<file path="src/rtl/pit8253_bus_master_pkg.sv">
// pit_pkg: shared FSM encoding and 8253 bus constants for the pit8253 bus master.
package pit_pkg;
    typedef enum logic [2:0] {S_IDLE, S_ERR, S_SETUP, S_STROBE, S_GAP, S_RESP} state_t;
    localparam logic [1:0] A_CW = 2'b11;
    localparam logic [1:0] RL_LATCH = 2'b00;
    localparam logic [1:0] RL_LSB = 2'b01;
    localparam logic [1:0] RL_MSB = 2'b10;
    localparam logic [1:0] RL_WORD = 2'b11;
    localparam logic [2:0] M0 = 3'd0;
    localparam logic [2:0] M1 = 3'd1;
    localparam logic [2:0] M2 = 3'd2;
    localparam logic [2:0] M3 = 3'd3;
    localparam logic [2:0] M4 = 3'd4;
    localparam logic [2:0] M5 = 3'd5;
    localparam logic OP_PROG = 1'b0;
    localparam logic OP_READ = 1'b1;
    function automatic logic illegal(input logic [1:0] ch, input logic [1:0] rl);
        return ch == 2'd3 || rl == RL_LATCH;
    endfunction
endpackage

</file>
<file path="src/rtl/pit8253_bus_master_if.sv">
// pit8253_bus_master_if: command/response handshake plus the 8253 a/wr/rd/din/dout bus.
interface pit8253_bus_master_if;
    logic cmd_valid, cmd_ready, cmd_op;
    logic [1:0] cmd_ch, cmd_rl;
    logic [2:0] cmd_mode;
    logic [15:0] cmd_value;
    logic rsp_valid, rsp_err;
    logic [15:0] rsp_data;
    logic [1:0] pit_a;
    logic pit_wr, pit_rd;
    logic [7:0] pit_din, pit_dout;
    modport master(
        input cmd_valid, cmd_op, cmd_ch, cmd_rl, cmd_mode, cmd_value, pit_dout,
        output cmd_ready, rsp_valid, rsp_err, rsp_data, pit_a, pit_wr, pit_rd, pit_din
    );
    modport slave(
        output cmd_valid, cmd_op, cmd_ch, cmd_rl, cmd_mode, cmd_value, pit_dout,
        input cmd_ready, rsp_valid, rsp_err, rsp_data, pit_a, pit_wr, pit_rd, pit_din
    );
endinterface

</file>
<file path="src/rtl/pit8253_bus_master_strobe_timer.sv">
// pit_strobe_timer: times strobe/gap phases; a strobe ends only after its minimum width
// and once a timer clock-enable has been seen while it was high.
module pit_strobe_timer #(
    parameter int STROBE_CYCLES = 2,
    parameter int GAP_CYCLES = 2
) (
    input  logic clk,
    input  logic reset_n,
    input  logic tce,
    input  logic setup,
    input  logic strobe,
    input  logic gap,
    output logic strobe_done,
    output logic gap_done
);
    localparam int W = $clog2(STROBE_CYCLES + GAP_CYCLES + 1);
    logic [W-1:0] cnt;
    logic tce_seen;
    assign strobe_done = strobe && cnt == W'(STROBE_CYCLES - 1) && (tce_seen || tce);
    assign gap_done = gap && cnt == W'(GAP_CYCLES - 1);
    // the strobe count saturates so a long wait for tce cannot wrap it
    always_ff @(posedge clk or negedge reset_n) begin
        if (!reset_n) begin
            cnt <= '0;
            tce_seen <= 1'b0;
        end else begin
            cnt <= (setup || strobe_done || gap_done) ? '0 :
                   ((strobe && cnt != W'(STROBE_CYCLES - 1)) || gap) ? cnt + 1'b1 : cnt;
            tce_seen <= setup ? 1'b0 : tce_seen | (strobe & tce);
        end
    end
endmodule

</file>
<file path="src/rtl/pit8253_bus_master.sv">
// pit8253_bus_master: expands program/read commands into 8253 control-word and
// data byte sequences with tce-safe strobe widths.
module pit8253_bus_master
    import pit_pkg::*;
#(
    parameter int STROBE_CYCLES = 2,
    parameter int GAP_CYCLES = 2
) (
    input logic clk,
    input logic reset_n,
    input logic tce,
    pit8253_bus_master_if.master bus
);
    state_t state, nxt;
    logic op;
    logic [1:0] ch, rl, idx;
    logic [2:0] mode;
    logic [15:0] value, buffer;
    logic strobe_done, gap_done, last, hi, rd_op, on_bus;
    logic [7:0] din_op;

    pit_strobe_timer #(.STROBE_CYCLES(STROBE_CYCLES), .GAP_CYCLES(GAP_CYCLES)) u_timer (
        .clk(clk),
        .reset_n(reset_n),
        .tce(tce),
        .setup(state == S_SETUP),
        .strobe(state == S_STROBE),
        .gap(state == S_GAP),
        .strobe_done(strobe_done),
        .gap_done(gap_done)
    );

    // op 0 is always the control word; ops 1..2 address the channel itself
    always_comb begin
        last = idx == (rl == RL_WORD ? 2'd2 : 2'd1);
        hi = rl == RL_MSB || idx == 2'd2;
        rd_op = op == OP_READ && idx != 2'd0;
        on_bus = state inside {S_SETUP, S_STROBE, S_GAP};
        din_op = idx == 2'd0 ? (op == OP_PROG ? {ch, rl, mode, 1'b0} : {ch, RL_LATCH, 4'b0000}) :
                 op == OP_READ ? 8'h00 : hi ? value[15:8] : value[7:0];
        bus.pit_a = on_bus ? (idx == 2'd0 ? A_CW : ch) : 2'd0;
        bus.pit_din = on_bus ? din_op : 8'h00;
        bus.pit_wr = state == S_STROBE && !rd_op;
        bus.pit_rd = state == S_STROBE && rd_op;
        bus.cmd_ready = state == S_IDLE;
        bus.rsp_valid = state == S_RESP || state == S_ERR;
        bus.rsp_err = state == S_ERR;
        nxt = state;
        case (state)
            S_IDLE:   nxt = bus.cmd_valid ? (illegal(bus.cmd_ch, bus.cmd_rl) ? S_ERR : S_SETUP) : S_IDLE;
            S_SETUP:  nxt = S_STROBE;
            S_STROBE: nxt = strobe_done ? S_GAP : S_STROBE;
            S_GAP:    nxt = gap_done ? (last ? S_RESP : S_SETUP) : S_GAP;
            default:  nxt = S_IDLE;
        endcase
    end

    always_ff @(posedge clk or negedge reset_n) begin
        if (!reset_n) begin
            state <= S_IDLE;
            op <= OP_PROG;
            ch <= 2'd0;
            rl <= 2'd0;
            idx <= 2'd0;
            mode <= 3'd0;
            value <= 16'h0000;
            buffer <= 16'h0000;
            bus.rsp_data <= 16'h0000;
        end else begin
            state <= nxt;
            if (state == S_IDLE && bus.cmd_valid) begin
                op <= bus.cmd_op;
                ch <= bus.cmd_ch;
                rl <= bus.cmd_rl;
                mode <= bus.cmd_mode;
                value <= bus.cmd_value;
                idx <= 2'd0;
                buffer <= 16'h0000;
                if (illegal(bus.cmd_ch, bus.cmd_rl)) bus.rsp_data <= 16'h0000;
            end
            if (state == S_STROBE && strobe_done && rd_op) begin
                if (hi) buffer[15:8] <= bus.pit_dout;
                else buffer[7:0] <= bus.pit_dout;
            end
            if (state == S_GAP && gap_done) begin
                if (last) bus.rsp_data <= buffer;
                else idx <= idx + 1'b1;
            end
        end
    end
endmodule

</file>
<file path="src/flat_wrapper.sv">
// flat-port wrapper written by rule: the top's interface ports become plain ports
module pit8253_bus_master_flat import pit_pkg::*;
#(
    parameter int STROBE_CYCLES = 2,
    parameter int GAP_CYCLES = 2
)
  (clk, reset_n, tce, bus_cmd_valid, bus_cmd_op, bus_cmd_ch, bus_cmd_rl, bus_cmd_mode, bus_cmd_value, bus_pit_dout, bus_cmd_ready, bus_rsp_valid, bus_rsp_err, bus_rsp_data, bus_pit_a, bus_pit_wr, bus_pit_rd, bus_pit_din);
  pit8253_bus_master_if bus_i ();
  input logic clk;
  input logic reset_n;
  input logic tce;
  input wire logic [$bits(bus_i.cmd_valid)-1:0] bus_cmd_valid;
  input wire logic [$bits(bus_i.cmd_op)-1:0] bus_cmd_op;
  input wire logic [$bits(bus_i.cmd_ch)-1:0] bus_cmd_ch;
  input wire logic [$bits(bus_i.cmd_rl)-1:0] bus_cmd_rl;
  input wire logic [$bits(bus_i.cmd_mode)-1:0] bus_cmd_mode;
  input wire logic [$bits(bus_i.cmd_value)-1:0] bus_cmd_value;
  input wire logic [$bits(bus_i.pit_dout)-1:0] bus_pit_dout;
  output wire logic [$bits(bus_i.cmd_ready)-1:0] bus_cmd_ready;
  output wire logic [$bits(bus_i.rsp_valid)-1:0] bus_rsp_valid;
  output wire logic [$bits(bus_i.rsp_err)-1:0] bus_rsp_err;
  output wire logic [$bits(bus_i.rsp_data)-1:0] bus_rsp_data;
  output wire logic [$bits(bus_i.pit_a)-1:0] bus_pit_a;
  output wire logic [$bits(bus_i.pit_wr)-1:0] bus_pit_wr;
  output wire logic [$bits(bus_i.pit_rd)-1:0] bus_pit_rd;
  output wire logic [$bits(bus_i.pit_din)-1:0] bus_pit_din;
  assign bus_i.cmd_valid = bus_cmd_valid;
  assign bus_i.cmd_op = bus_cmd_op;
  assign bus_i.cmd_ch = bus_cmd_ch;
  assign bus_i.cmd_rl = bus_cmd_rl;
  assign bus_i.cmd_mode = bus_cmd_mode;
  assign bus_i.cmd_value = bus_cmd_value;
  assign bus_i.pit_dout = bus_pit_dout;
  assign bus_cmd_ready = bus_i.cmd_ready;
  assign bus_rsp_valid = bus_i.rsp_valid;
  assign bus_rsp_err = bus_i.rsp_err;
  assign bus_rsp_data = bus_i.rsp_data;
  assign bus_pit_a = bus_i.pit_a;
  assign bus_pit_wr = bus_i.pit_wr;
  assign bus_pit_rd = bus_i.pit_rd;
  assign bus_pit_din = bus_i.pit_din;
  pit8253_bus_master #(.STROBE_CYCLES(STROBE_CYCLES), .GAP_CYCLES(GAP_CYCLES)) u_core (.clk(clk), .reset_n(reset_n), .tce(tce), .bus(bus_i));
endmodule
</file>
<file path="config.mk">
export PLATFORM = sky130hd
export DESIGN_NAME = pit8253_bus_master_flat
export DESIGN_NICKNAME = d
export VERILOG_FILES = /design/src/rtl/pit8253_bus_master_pkg.sv /design/src/rtl/pit8253_bus_master_if.sv /design/src/rtl/pit8253_bus_master_strobe_timer.sv /design/src/rtl/pit8253_bus_master.sv /design/src/flat_wrapper.sv
export SDC_FILE = /design/constraint.sdc
export NUM_CORES = 1
export LEC_CHECK = 0
export ABC_AREA = 1
export BUFFER_PORTS_ARGS = -buffer_cell sky130_fd_sc_hd__buf_2
export CAP_MARGIN = 20
export CORE_ASPECT_RATIO = 2
export CORE_MARGIN = 2
export CORE_UTILIZATION = 41
export CTS_CLUSTER_DIAMETER = 40
export DETAILED_ROUTE_END_ITERATION = 8
export PLACE_DENSITY_LB_ADDON = 0.25
export RECOVER_POWER = 50
export SYNTH_ARGS = -nofsm -noshare
export SYNTH_HDL_FRONTEND = slang
export SYNTH_SLANG_ARGS = --single-unit
</file>
<file path="constraint.sdc">
create_clock -name clk -period 1.4 [get_ports clk]
set_input_delay 0.14 -clock clk [delete_from_list [all_inputs] [get_ports clk]]
set_output_delay 0.14 -clock clk [all_outputs]
set_load 0.03 [all_outputs]
</file>
Word level (Yosys, flattened, before mapping)
Index checks and enable logic that the tools add are counted.
W data, S select, Z words.
Storage, ports and cells
  register bits after elaboration: 65
  input bits: 36
  output and inout port bits: 31
  word-level logic and storage cells: 80
Operators by class
  add/sub/neg operators: 2
  equality and inequality tests: 12
  mux-type cells: 28
  bitwise logic cells: 2
  reduce and logical (&&, ||, !) cells: 25
Operators by type and width (number)
  $mux W16: 6
  $mux W8: 6
  $mux W3: 6
  $mux W2: 7
  $pmux W3 S4: 1
  $logic_and A1 B1 Y1: 11
  $eq A2 B2 Y1 const B: 4
  $logic_or A1 B1 Y1: 7
  $eq A3 B1 Y1 const B: 2
  $eq A3 B2 Y1 const B: 2
  $eq A3 B3 Y1 const B: 2
  $mux W6: 1
  $logic_not A2 Y1: 2
  $reduce_bool A2 Y1: 2
  $add A3 B1 Y3 const B: 1
  $logic_not A3 Y1: 1
  $ne A3 B1 Y1 const B: 1
  $reduce_bool A3 Y1: 1
  $add A2 B1 Y2 const B: 1
  $eq A2 B2 Y1: 1
  $and A1 B1 Y1: 1
  $logic_not A1 Y1: 1
  $mux W1: 1
  $or A1 B1 Y1: 1

Longest topological paths before layout
Gate-level depths: netlist (run 1).
  word-level depth: 6
  gate-level depth with buffers: 11
  mapped depth without buffers: 10

Hierarchy
From an unflattened synthesis (run 1), not the netlist that was laid out.
Unflattened totals
  cell total of the unflattened synthesis: 416
  area total of the unflattened synthesis: 3338.2 um^2
Modules (own cells, without submodules)
  pit8253_bus_master: instances 1, cells each 380, area an instance 3051.7 um^2, seq. area each 1526.5 um^2
  pit_strobe_timer: instances 1, cells each 36, area an instance 286.5 um^2, seq. area each 100.1 um^2

Worst setup path after synthesis (run 1)
Ideal clock, no wire load.
  path kind: register to output
  from: register u_core.idx[0]
  to: output bus_pit_din[7]
  arrival time: 1.709 ns
  path slack: -0.449 ns
  stages on the path, launching flop included: 7
  cells stage by stage: dfrtp_1 inv_1 ha_1 a21oi_2 buf_2 nand2_1 a31oi_1
On the way
  word-level cells in the longest chain between the ends: 6
  elaborated cells on any way between the ends: 7
RTL lines
  start, declared: line pit8253_bus_master.sv:16  | logic [1:0] ch, rl, idx;
  start signal, assigned: line pit8253_bus_master.sv:87  | else idx <= idx + 1'b1;
  $eq A2 B2 Y1: line pit8253_bus_master.sv:36  | hi = rl == RL_MSB || idx == 2'd2;
  $logic_or A1 B1 Y1: line pit8253_bus_master.sv:36
  $mux W8 (2 in series): line pit8253_bus_master.sv:40  | op == OP_READ ? 8'h00 : hi ? value[15:8] : value[7:0];
  $mux W8 (*): line pit8253_bus_master.sv:39  | din_op = idx == 2'd0 ? (op == OP_PROG ? {ch, rl, mode, 1'b0} : {ch, RL_LATCH, 4'b0000}) :
  $mux W8 (*): line pit8253_bus_master.sv:42  | bus.pit_din = on_bus ? din_op : 8'h00;
  end, declared: line flat_wrapper.sv:26  | output wire logic [$bits(bus_i.pit_din)-1:0] bus_pit_din;
Mark *: on every way between the ends. The rest lies on a longest branch, timed or not.

Worst setup path after layout (run 1)
  from: register u_core.idx[1]
  to: output bus_pit_din[5]
Same word-level chain as after synthesis.

==> summary.md, run 1 <==
| Metric | Value |
|---|---|
| Arrival time at the worst endpoint | 1700 ps |
| Via Count | 3179 |
| Final Hold Vio Count | 0 |
| Final period util | 1.31 |
| Final Cell Area | ~5300 sq um |
| Worst hold path type | input port to register |
| Worst-path clk slew | approximately 60 ps |
| Area of the core | approximately 7600 sq um |
| Vias per cell | ~4.9 |
| Ant. Diodes | 0 |
| Failing checks | negative setup slack |
| R2R depth | 8 |
| Syn Inst Count | between 400 and 500 |
| Final clock skew | ~7.5 ps |
| Total CTS buffers | 9 |
| Vias in the first global route | 3333 |
| Status | finished with violations |
| RSZ-0062 raised after global routing | true |
| Die Height | 129 microns |
| Wl on met1 | about 3.3 mm |
| Max-cap viol count | 0 |
| Area Growth Syn to Fin | 65.5% |
| Post-Syn Area | 3210 sq um |
| CTS tree | built |
| Final WS setup | -435 ps |
| Critical Path RT | around 1300 ps |
| Critical path endpoint category | primary output |
| Leakage | approximately 0.0030 uW |
| Final core utilization | 0.698 |
| Seq/Total Area, Yosys | 0.507 |
| Worst Setup SP | u_core.idx[1]$_DFF_PN0_ |
| Worst rel slew slack | 0.397 |
| Drt total wl | 9.82 mm |
| Clk sinks | between 60 and 70 |
| Final nets | 590 |
| Worst r2r dst | u_core.buffer[6]$_DFF_PN0_ |
| Post-DP HPWL | slightly below 6 mm |
| I/O Buffers | 66 |
| # H-tree levels | 3 |
| Largest net degree at the start of global routing | 66 |
| Critical Path Start Type | register |
| Syn avg cell area | roughly 7.6 sq um |
| Total track usage | 0.232 |
| Met2 WL | 5.68 mm |
| Pins Over Slew Limit | 0 |
| Worst skew pair latency | between 300 and 400 ps |
| Top Ports | 67 |
| Total power | slightly above 10000 uW |
| Worst r2r src | u_core.idx[1]$_DFF_PN0_ |
| Avg WL per Cell | ~15 microns |
| Share of layout cells above drive strength 1 | 0.490 |
| Die Area | between 8000 and 9000 sq um |
| R2r setup slk | -250 ps |
| Worst-case clock buffer depth | 2 |
| Pwr dens | just under 2000 nW/um^2 |
| Placed cell area | 3930 sq um |
| Hold Path Cell Cnt | 3 |
| Max frequency | approximately 540 MHz |
| Initial core utilization | 0.422 |
| Rows | 45 |
| Detailed Route Iter0 Violations | about 130 |
| GPL Wtd Cong | 0.829 |
| Final Setup Violations | 53 |
| Total gr overflow | 0 |
| YS warnings | 0 |
| Post-route DRC | 0 |
| Crit path to | bus_pit_din[5] |
| Worst Path Max Fanout | 5 |
| Chip width | ~67 microns |
| Setup TNS | -9560 ps |
| Initial antenna violation count | 0 |
| Antenna Violating Nets Remaining | 0 |
| Min cycle time layout | about 1800 ps |
| Uppermost routed layer | met4 |
| Flops & latches, synth | 65 |
| First-pass GRT wire length | 14.8 mm |
| Worst VDD drop | approximately 1500 uV |
| Tightest Pin Transition | 904 ps |
| Pre-Repair DR Iteration Count | 5 |
| Root buf cell | clkbuf_16 |
| Net Count, Synth | between 400 and 500 |
| Worst Path Class, Setup | register to primary output |
| Met3 routed WL | about 400 microns |
| Post-synth cell types | 27 |
layer usage:
layer  GRT usage  vias up
li1            -     1557
met3      0.0547       28
met4       0.146        0
met1       0.224     1507
met2       0.425       87
met5           0        -
layout by cell type (no fill, tap or decap), types with 5 or more instances in the layout:
cell	netlist	final
nand2_4	1	21
dfrtp_1	65	65
clkbuf_16	0	10
buf_4	3	27
buf_12	0	5
inv_1	41	27
nor2_1	22	14
dlygate4sd3_1	0	7
inv_2	2	12
nand2_1	197	146
buf_6	4	34
nand3_2	1	31
nand2_2	4	34
nand3_1	43	10
nor2_4	0	11
buf_2	6	51
cells by family after synthesis:
kind of cell,synth area share
AO/OA/AOI/OAI,0.0355
flip-flops,0.507
buffers and inverters,0.0839
adder cells (fa/ha/maj),0.0156
AND/OR/NAND/NOR,0.358
layout make-up:
type	count	area [sq um]
clock buffer	10	229
inverter	44	203
tap	94	118
timing repair inverter	1	16.3
multi-input combinational	303	2010
clock inverter	6	67.6
fill	570	2290
sequential	65	1630
timing repair buffer	126	1040
state kept, by name, summed over array words and instances, names as in the netlist:
name and count:
u_core.state 3, u_core.idx 2, u_core.bus.rsp_data 16, u_core.buffer 16, u_core.op 1, u_core.value 16
u_core.rl 2, u_core.u_timer.tce_seen 1, u_core.u_timer.cnt 3, u_core.mode 3, u_core.ch 2
stage by stage:
stage | setup WS, ps | hold slack, ps | std cells
2_1_floorplan | -67.0 | -156 | 423
3_3_place_gp | -145 | 180 | 603
3_5_place_dp | -206 | 184 | 603
4_1_cts | -387 | 0.462 | 642
5_1_grt | -503 | 11.9 | 649
6_report | -435 | 9.28 | 649
worst min path at each step:
| stage | from | end | slack, ps |
|---|---|---|---|
| after floorplan | reset_n | u_core.buffer[0]$_DFF_PN0_ | -160 |
| after global placement | reset_n | u_core.ch[1]$_DFFE_PN0P_ | 180 |
| after detailed placement | reset_n | u_core.ch[1]$_DFFE_PN0P_ | 180 |
| after CTS | bus_cmd_value[4] | u_core.value[4]$_DFFE_PN0P_ | 0.5 |
| after global routing | bus_cmd_mode[0] | u_core.mode[0]$_DFFE_PN0P_ | 10 |
| final | bus_cmd_value[4] | u_core.value[4]$_DFFE_PN0P_ | 9 |
critical path: stages, from the launching register on:
cell and delay, ps:
dfrtp_1 440, inv_2 80, ha_4 190, inv_6 80, buf_4 110, nor2_1 40
nor2_1 150, nand2_1 90, inv_2 60, buf_6 120
synthesized netlist by cell type (all sizes together):
cell | n | area, sq um
a21boi | 1 | 7.51
a21oi | 7 | 38.8
a31oi | 1 | 6.26
buf | 13 | 97.6
clkbuf | 1 | 3.75
dfrtp | 65 | 1630
ha | 4 | 50.1
inv | 44 | 168
nand2 | 202 | 776
nand3 | 44 | 225
nand3b | 2 | 15.0
nor2 | 27 | 128
nor3 | 1 | 5.00
o211ai | 1 | 7.51
o21ai | 10 | 53.8
report_power, final:
| group | total [uW] | internal (uW) | switching [uW] | leakage [uW] |
|---|---|---|---|---|
| registers | 2870 | 2420 | 449 | 0.000860 |
| clock network | 2230 | 1380 | 848 | 0.000139 |
| logic | 5160 | 2160 | 3000 | 0.00196 |
what timing repair did:
action / in CTS / in global routing
setup buffers: 16 / 12
pin swaps: 50 / 38
endpoints found under the setup margin: 75 / 79
hold endpoints to repair: 71 / 0
gates resized for setup: 118 / 102
hold buffers: 7 / 0
gates cloned: 3 / 2
Note: power is estimated with default switching activity, not from simulation.
==> run 2: changes to the inputs <==
CORE_UTILIZATION = 49   (was 41)
==> summary.md, run 2 (synthesized netlist as in run 1, its figures left out) <==
| Metric | Value |
|---|---|
| Hold Path Sink | u_core.mode[0]$_DFFE_PN0P_ (was u_core.value[4]$_DFFE_PN0P_) |
| Initial core utilization | 0.508 (was 0.422) |
| Detailed Route Iter0 Violations | 260 (was 134) |
| Max frequency | 506 MHz (was 545 MHz) |
| Failing checks | negative setup slack (unchanged) |
| Final period util | 1.41 (was 1.31) |
| Total track usage | 0.282 (was 0.232) |
| Worst skew pair latency | 350 ps (was 340 ps) |
| Avg WL per Cell | 20.2 microns (was 15.1 microns) |
| R2R depth | 10 (was 8) |
| Multi-input logic area | 2060 sq um (was 2010 sq um) |
| Clock Power Share | 0.204 (was 0.218) |
| Die Area | 7250 sq um (was 8590 sq um) |
| Status | finished with violations (unchanged) |
| CTS tree | built (unchanged) |
| Min cycle time layout | 1980 ps (was 1840 ps) |
| Worst rel slew slack | 0.397 (about the same) |
| Ant. Diodes | 0 (unchanged) |
| Commonest non-fill, non-tap cell in the layout | nand2_1 (unchanged) |
| Chip width | 61.2 microns (was 66.6 microns) |
| Top Ports | 67 (unchanged) |
| Post-DP HPWL | 5.35 mm (was 5.81 mm) |
| Drt total wl | 13.0 mm (was 9.82 mm) |
| RSZ-0062 raised after global routing | true (unchanged) |
| Share of layout cells above drive strength 1 | 0.576 (was 0.490) |
| Worst-case clock buffer depth | 2 (unchanged) |
| Final Hold Vio Count | 0 (unchanged) |
| Final nets | 594 (was 590) |
| Worst-path clk slew | 60 ps (about the same) |
| Worst r2r dst | u_core.buffer[4]$_DFF_PN0_ (was u_core.buffer[6]$_DFF_PN0_) |
| Hold Path Cell Cnt | 3 (unchanged) |
| Area of the core | 6310 sq um (was 7600 sq um) |
| Critical Path RT | 1260 ps (about the same) |
| Post-route DRC | 0 (unchanged) |
| Hold path start | bus_cmd_mode[0] (was bus_cmd_value[4]) |
| Root buf cell | clkbuf_16 (unchanged) |
| GPL Wtd Cong | 0.856 (was 0.829) |
| Critical Path Start Type | register (unchanged) |
| Post-Layout Cell Count | 645 (was 649) |
| Critical path endpoint category | primary output (unchanged) |
| Dpl cells | 594 (was 603) |
| Total CTS buffers | 9 (unchanged) |
| Pwr dens | 2070 nW/um^2 (was 1930 nW/um^2) |
| Max-cap viol count | 0 (unchanged) |
| Worst hold path type | input port to register (unchanged) |
| Worst VDD drop | 1880 uV (was 1460 uV) |
| CP most frequent cell | buf_6 |
| R2r setup slk | -510 ps (was -250 ps) |
| Initial antenna violation count | 0 (unchanged) |
| Rows | 41 (was 45) |
| Arrival time at the worst endpoint | 1840 ps (was 1700 ps) |
| Most frequent cells in the layout | nand2_1 (105), nand2_2 (65), dfrtp_1 (63) (was nand2_1 (146), dfrtp_1 (65), buf_2 (51)) |
| Clk sinks | 65 (unchanged) |
| Max incr delay on CP | 410 ps (was 440 ps) |
| Fill cells | 289 (was 570) |
| Area Growth Syn to Fin | 72.6% (was 65.5%) |
| Pins Over Slew Limit | 0 (unchanged) |
| Antenna Violating Nets Remaining | 0 (unchanged) |
| First-pass GRT wire length | 15.1 mm (was 14.8 mm) |
| Via Count | 3611 (was 3179) |
| Vias in the first global route | 3292 (was 3333) |
| Largest net degree at the start of global routing | 66 (unchanged) |
| Leakage | 0.00304 uW (was 0.00296 uW) |
| Share of power burned in registers | 0.257 (was 0.280) |
| Final Setup Violations | 79 (was 53) |
| Worst Path Class, Setup | register to primary output (unchanged) |
| Vias per cell | 5.60 (was 4.90) |
| I/O Buffers | 66 (unchanged) |
| Worst r2r src | u_core.idx[0]$_DFF_PN0_ (was u_core.idx[1]$_DFF_PN0_) |
| Critical path cell sequence | inv_4 > ha_4 > a21oi_4 > buf_6 > nand2_4 > nand3_2 > nand2_2 > inv_2 > buf_6 (was inv_2 > ha_4 > inv_6 > buf_4 > nor2_1 > nor2_1 > nand2_1 > inv_2 > buf_6) |
| Sw Pwr | 4980 uW (was 4290 uW) |
| Total gr overflow | 0 (unchanged) |
| Worst Path Max Fanout | 7 (was 5) |
| Pre-Repair DR Iteration Count | 5 (unchanged) |
| Final WS setup | -576 ps (was -435 ps) |
| Final clock skew | 11.6 ps (was 7.45 ps) |
| # H-tree levels | 3 (unchanged) |
| Final core utilization | 0.878 (was 0.698) |
| Internal | 6480 uW (was 5960 uW) |
| CP max-delay cell | dfrtp_1 (unchanged) |
| Die Height | 118 microns (was 129 microns) |
| FF+latch area | 1630 sq um (about the same) |
| Fraction of power spent switching nets | 0.435 (was 0.419) |
| Largest registers | u_core.buffer (16), u_core.bus.rsp_data (16), u_core.value (16) (unchanged) |
| Logic pwr share | 0.539 (was 0.503) |
| Tightest Pin Transition | 905 ps (was 904 ps) |
## run 2: cell types whose count changed in the layout (fill, tap and decap cells not counted), sizes merged
cell	before	now
inv	43	42
clkbuf	12	16
nand2	205	202
clkinv	5	4
clkinvlp	2	4
buf	117	124
dlygate4sd3	7	3
## run 2: critical path, delay by kind of cell, from the launching register on
family	cells	cell delay, ps
fa+ha+maj	1	180
simple gates	3	170
compound gates	1	290
flops	1	410
buf+inv	4	430
## run 2: worst max-delay path by stage
stage	startpoint	endpoint	slack [ps]
after floorplan	u_core.idx[0]$_DFF_PN0_	bus_pit_din[7]	-70
after global placement	u_core.state[1]$_DFF_PN0_	bus_pit_din[2]	-150
after detailed placement	u_core.state[1]$_DFF_PN0_	bus_pit_din[2]	-180
after CTS	u_core.idx[1]$_DFF_PN0_	bus_pit_din[0]	-440
after global routing	u_core.state[0]$_DFF_PN0_	bus_pit_din[1]	-630
final	u_core.idx[0]$_DFF_PN0_	bus_pit_din[2]	-580
## run 2: power by group through the flow
stage	clock network [uW]	registers, uW	logic [uW]
floorplan	0	2930	2220
detailed placement	0	2770	3560
finish	2330	2950	6180
global placement	0	2750	3500
CTS	2300	2760	4440
global route	2420	2970	6460
## run 2: per-stage QoR
| stage | cell area [sq um] | hold slack (ps) | power [uW] | setup WS [ps] | setup TNS (ps) |
|---|---|---|---|---|---|
| final | 5540 | 2.93 | 11500 | -576 | -20170 |
| after global routing | 5540 | 9.22 | 11900 | -632 | -24110 |
| after CTS | 4800 | 3.26 | 9500 | -436 | -8940 |
| after detailed placement | 3910 | 177 | 6330 | -176 | -5100 |
| after global placement | 3910 | 180 | 6250 | -151 | -3080 |
| after floorplan | 3320 | -156 | 5150 | -67.0 | -130 |
## run 2: layout make-up
type,count,area share
clock inverters,6,0.0120
repair buffers,133,0.220
inverters,44,0.0364
multi-input cells,300,0.372
flip-flops and latches,65,0.294
well taps,86,0.0194
clock buffers,10,0.0432
repair inverters,1,0.00294
## run 2: repair_timing
item | CTS | global route
endpoints found under the hold margin | 67 | 0
gates resized for setup | 126 | 150
hold buffers | 3 | 0
buffers inserted | 9 | 16
setup endpoints to repair | 76 | 79
gates cloned | 4 | 6
pin swaps | 29 | 42
## run 2: per-layer routing
metal / vias to the layer above / GRT usage / share of wire
met5: - / 0 / 0
met4: 0 / 0.160 / 0.079
met3: 89 / 0.0591 / 0.055
met2: 200 / 0.485 / 0.54
met1: 1764 / 0.296 / 0.32
li1: 1558 / - / -
==> run 3: changes to the inputs <==
REMOVE_ABC_BUFFERS = 1   (was not set)
SLEW_MARGIN = 20   (was not set)
==> summary.md, run 3 (synthesized netlist as in run 1, its figures left out) <==
| Metric | Value |
|---|---|
| Critical Path Start Type | register (unchanged) |
| Clock Power Share | 0.202 (was 0.204) |
| Share of power burned in registers | 0.273 (was 0.257) |
| Failing checks | negative setup slack (unchanged) |
| Hold Path Cell Cnt | 3 (unchanged) |
| Final clock skew | 4.34 ps (was 11.6 ps) |
| CP max-delay cell | dfrtp_1 (unchanged) |
| Top Ports | 67 (unchanged) |
| Sw Pwr | 4750 uW (was 4980 uW) |
| Final WS setup | -509 ps (was -576 ps) |
| Worst hold path type | input port to register (unchanged) |
| Largest registers | u_core.buffer (16), u_core.bus.rsp_data (16), u_core.value (16) (unchanged) |
| Leakage | 0.00284 uW (was 0.00304 uW) |
| Worst VDD drop | 1840 uV (was 1880 uV) |
| Share of layout cells above drive strength 1 | 0.517 (was 0.576) |
| Detailed Route Iter0 Violations | 190 (was 260) |
| Worst-path clk slew | 60 ps (about the same) |
| Via Count | 3474 (was 3611) |
| Critical Path RT | 1260 ps (about the same) |
| Critical path cell sequence | inv_2 > ha_4 > inv_6 > buf_6 > nor2_1 > nor2_1 > nand2_1 > inv_1 > buf_6 (was inv_4 > ha_4 > a21oi_4 > buf_6 > nand2_4 > nand3_2 > nand2_2 > inv_2 > buf_6) |
| Final Hold Vio Count | 0 (unchanged) |
| Max-cap viol count | 0 (unchanged) |
| Chip width | 61.2 microns (unchanged) |
| GRT met1 Usage | 0.281 (was 0.296) |
| Antenna Violating Nets Remaining | 0 (unchanged) |
| Internal | 5930 uW (was 6480 uW) |
| GPL Wtd Cong | 0.870 (was 0.856) |
| Area Growth Syn to Fin | 65.1% (was 72.6%) |
| Met2 GRT Util | 0.505 (was 0.485) |
| CTS tree | built (unchanged) |
| Post-Layout Cell Count | 635 (was 645) |
| Worst Path Max Fanout | 5 (was 7) |
| Dpl ws | -153 ps (was -176 ps) |
| Vias per cell | 5.47 (was 5.60) |
| Dpl cells | 591 (was 594) |
| Drt total wl | 12.6 mm (was 13.0 mm) |
| Grt peak-use layer | met2 (unchanged) |
| Pins Over Slew Limit | 0 (unchanged) |
| R2R depth | 10 (unchanged) |
| Final nets | 584 (was 594) |
| Worst-case clock buffer depth | 2 (unchanged) |
| Worst skew pair latency | 340 ps (was 350 ps) |
| Initial core utilization | 0.508 (unchanged) |
| Ant. Diodes | 0 (unchanged) |
| Arrival time at the worst endpoint | 1770 ps (was 1840 ps) |
| Total CTS buffers | 9 (unchanged) |
| Status | finished with violations (unchanged) |
| Post-DP HPWL | 5.42 mm (was 5.35 mm) |
| Avg WL per Cell | 19.9 microns (was 20.2 microns) |
| Min cycle time layout | 1910 ps (was 1980 ps) |
| Worst rel slew slack | 0.399 (was 0.397) |
| Clk sinks | 65 (unchanged) |
| Root buf cell | clkbuf_16 (unchanged) |
| Fraction of power spent switching nets | 0.445 (was 0.435) |
| Total gr overflow | 0 (unchanged) |
| Total power | 10700 uW (was 11500 uW) |
| Final Setup Violations | 79 (unchanged) |
| Largest net degree at the start of global routing | 66 (unchanged) |
| Area of the core | 6310 sq um (unchanged) |
| Initial antenna violation count | 0 (unchanged) |
| Die Area | 7250 sq um (unchanged) |
| Post-route DRC | 0 (unchanged) |
| First-pass GRT wire length | 15.1 mm (about the same) |
| Pre-Repair DR Iteration Count | 6 (was 5) |
| Total track usage | 0.285 (was 0.282) |
| Max incr delay on CP | 440 ps (was 410 ps) |
| Max frequency | 524 MHz (was 506 MHz) |
| Vias in the first global route | 3264 (was 3292) |
| I/O Buffers | 66 (unchanged) |
| Critical path endpoint category | primary output (unchanged) |
| M3 GR Usage | 0.0711 (was 0.0591) |
| Rows | 41 (unchanged) |
| Most frequent cells in the layout | nand2_1 (129), dfrtp_1 (65), nand2_2 (53) (was nand2_1 (105), nand2_2 (65), dfrtp_1 (63)) |
| Tightest Pin Transition | 901 ps (was 905 ps) |
| Die Height | 118 microns (unchanged) |
| Commonest non-fill, non-tap cell in the layout | nand2_1 (unchanged) |
| # H-tree levels | 3 (unchanged) |
| Worst Path Class, Setup | register to primary output (unchanged) |
| Logic pwr share | 0.525 (was 0.539) |
| Final period util | 1.36 (was 1.41) |
| RSZ-0062 raised after global routing | true (unchanged) |
| Pwr dens | 2020 nW/um^2 (was 2070 nW/um^2) |
-- run 3: power by group through the flow --
stage	registers (uW)	clock network, uW	logic [uW]
2_1_floorplan	2900	0	1860
3_3_place_gp	2750	0	3220
3_5_place_dp	2770	0	3280
4_1_cts	2800	2120	4260
5_1_grt	2930	2250	5860
6_report	2920	2160	5600
-- run 3: per-layer routing --
| layer | vias to the layer above | part of all wire |
|---|---|---|
| met3 | 90 | 0.052 |
| li1 | 1546 | - |
| met4 | 0 | 0.088 |
| met1 | 1655 | 0.31 |
| met2 | 183 | 0.55 |
| met5 | - | 0 |
-- run 3: final timing paths --
| path | slack, ps | end | start |
|---|---|---|---|
| max | -510 | bus_pit_din[5] | u_core.idx[1]$_DFF_PN0_ |
| min | 5 | u_core.value[1]$_DFFE_PN0P_ | bus_cmd_value[1] |
| max reg2reg | -280 | u_core.buffer[5]$_DFF_PN0_ | u_core.u_timer.cnt[1]$_DFFE_PN0P_ |
| min reg2reg | 470 | u_core.bus.rsp_data[2]$_DFF_PN0_ | u_core.buffer[2]$_DFF_PN0_ |
| max in group asynchronous | 240 | u_core.value[10]$_DFFE_PN0P_ | reset_n |
| min in group asynchronous | 550 | u_core.rl[1]$_DFFE_PN0P_ | reset_n |
-- run 3: worst max-delay path, delay by kind of cell, from the launching register on --
kind,cells,cell delay (ps)
adder cells (fa/ha/maj),1,190
buffers and inverters,5,540
flip-flops,1,440
AND/OR/NAND/NOR,3,250
-- run 3: stage by stage --
stage	area, sq um	util	hold WS [ps]	TNS, ps
final	5300	0.840	5.27	-16110
after global routing	5300	0.840	-1.52	-20450
after CTS	4760	0.754	0.424	-6910
after detailed placement	3820	0.605	178	-4990
after global placement	3820	0.605	179	-3360
after floorplan	3110	-	-156	-31670
-- run 3: final cells by class --
cell class	instances	area [sq um]
Timing Repair Buffer	124	1120
Clock inverter	4	27.5
Tap cell	86	108
Inverter	44	190
Multi-Input combinational cell	300	1970
Clock buffer	12	256
Sequential cell	65	1630
Fill cell	324	1010
-- run 3: repair_timing --
action                                  CTS  global route
resized for setup                       128           124
endpoints found under the hold margin    66             2
pin swaps                                24            47
cloned                                    5             4
endpoints found under the setup margin   53            78
buffers inserted                         12             5
hold buffers                              2             2
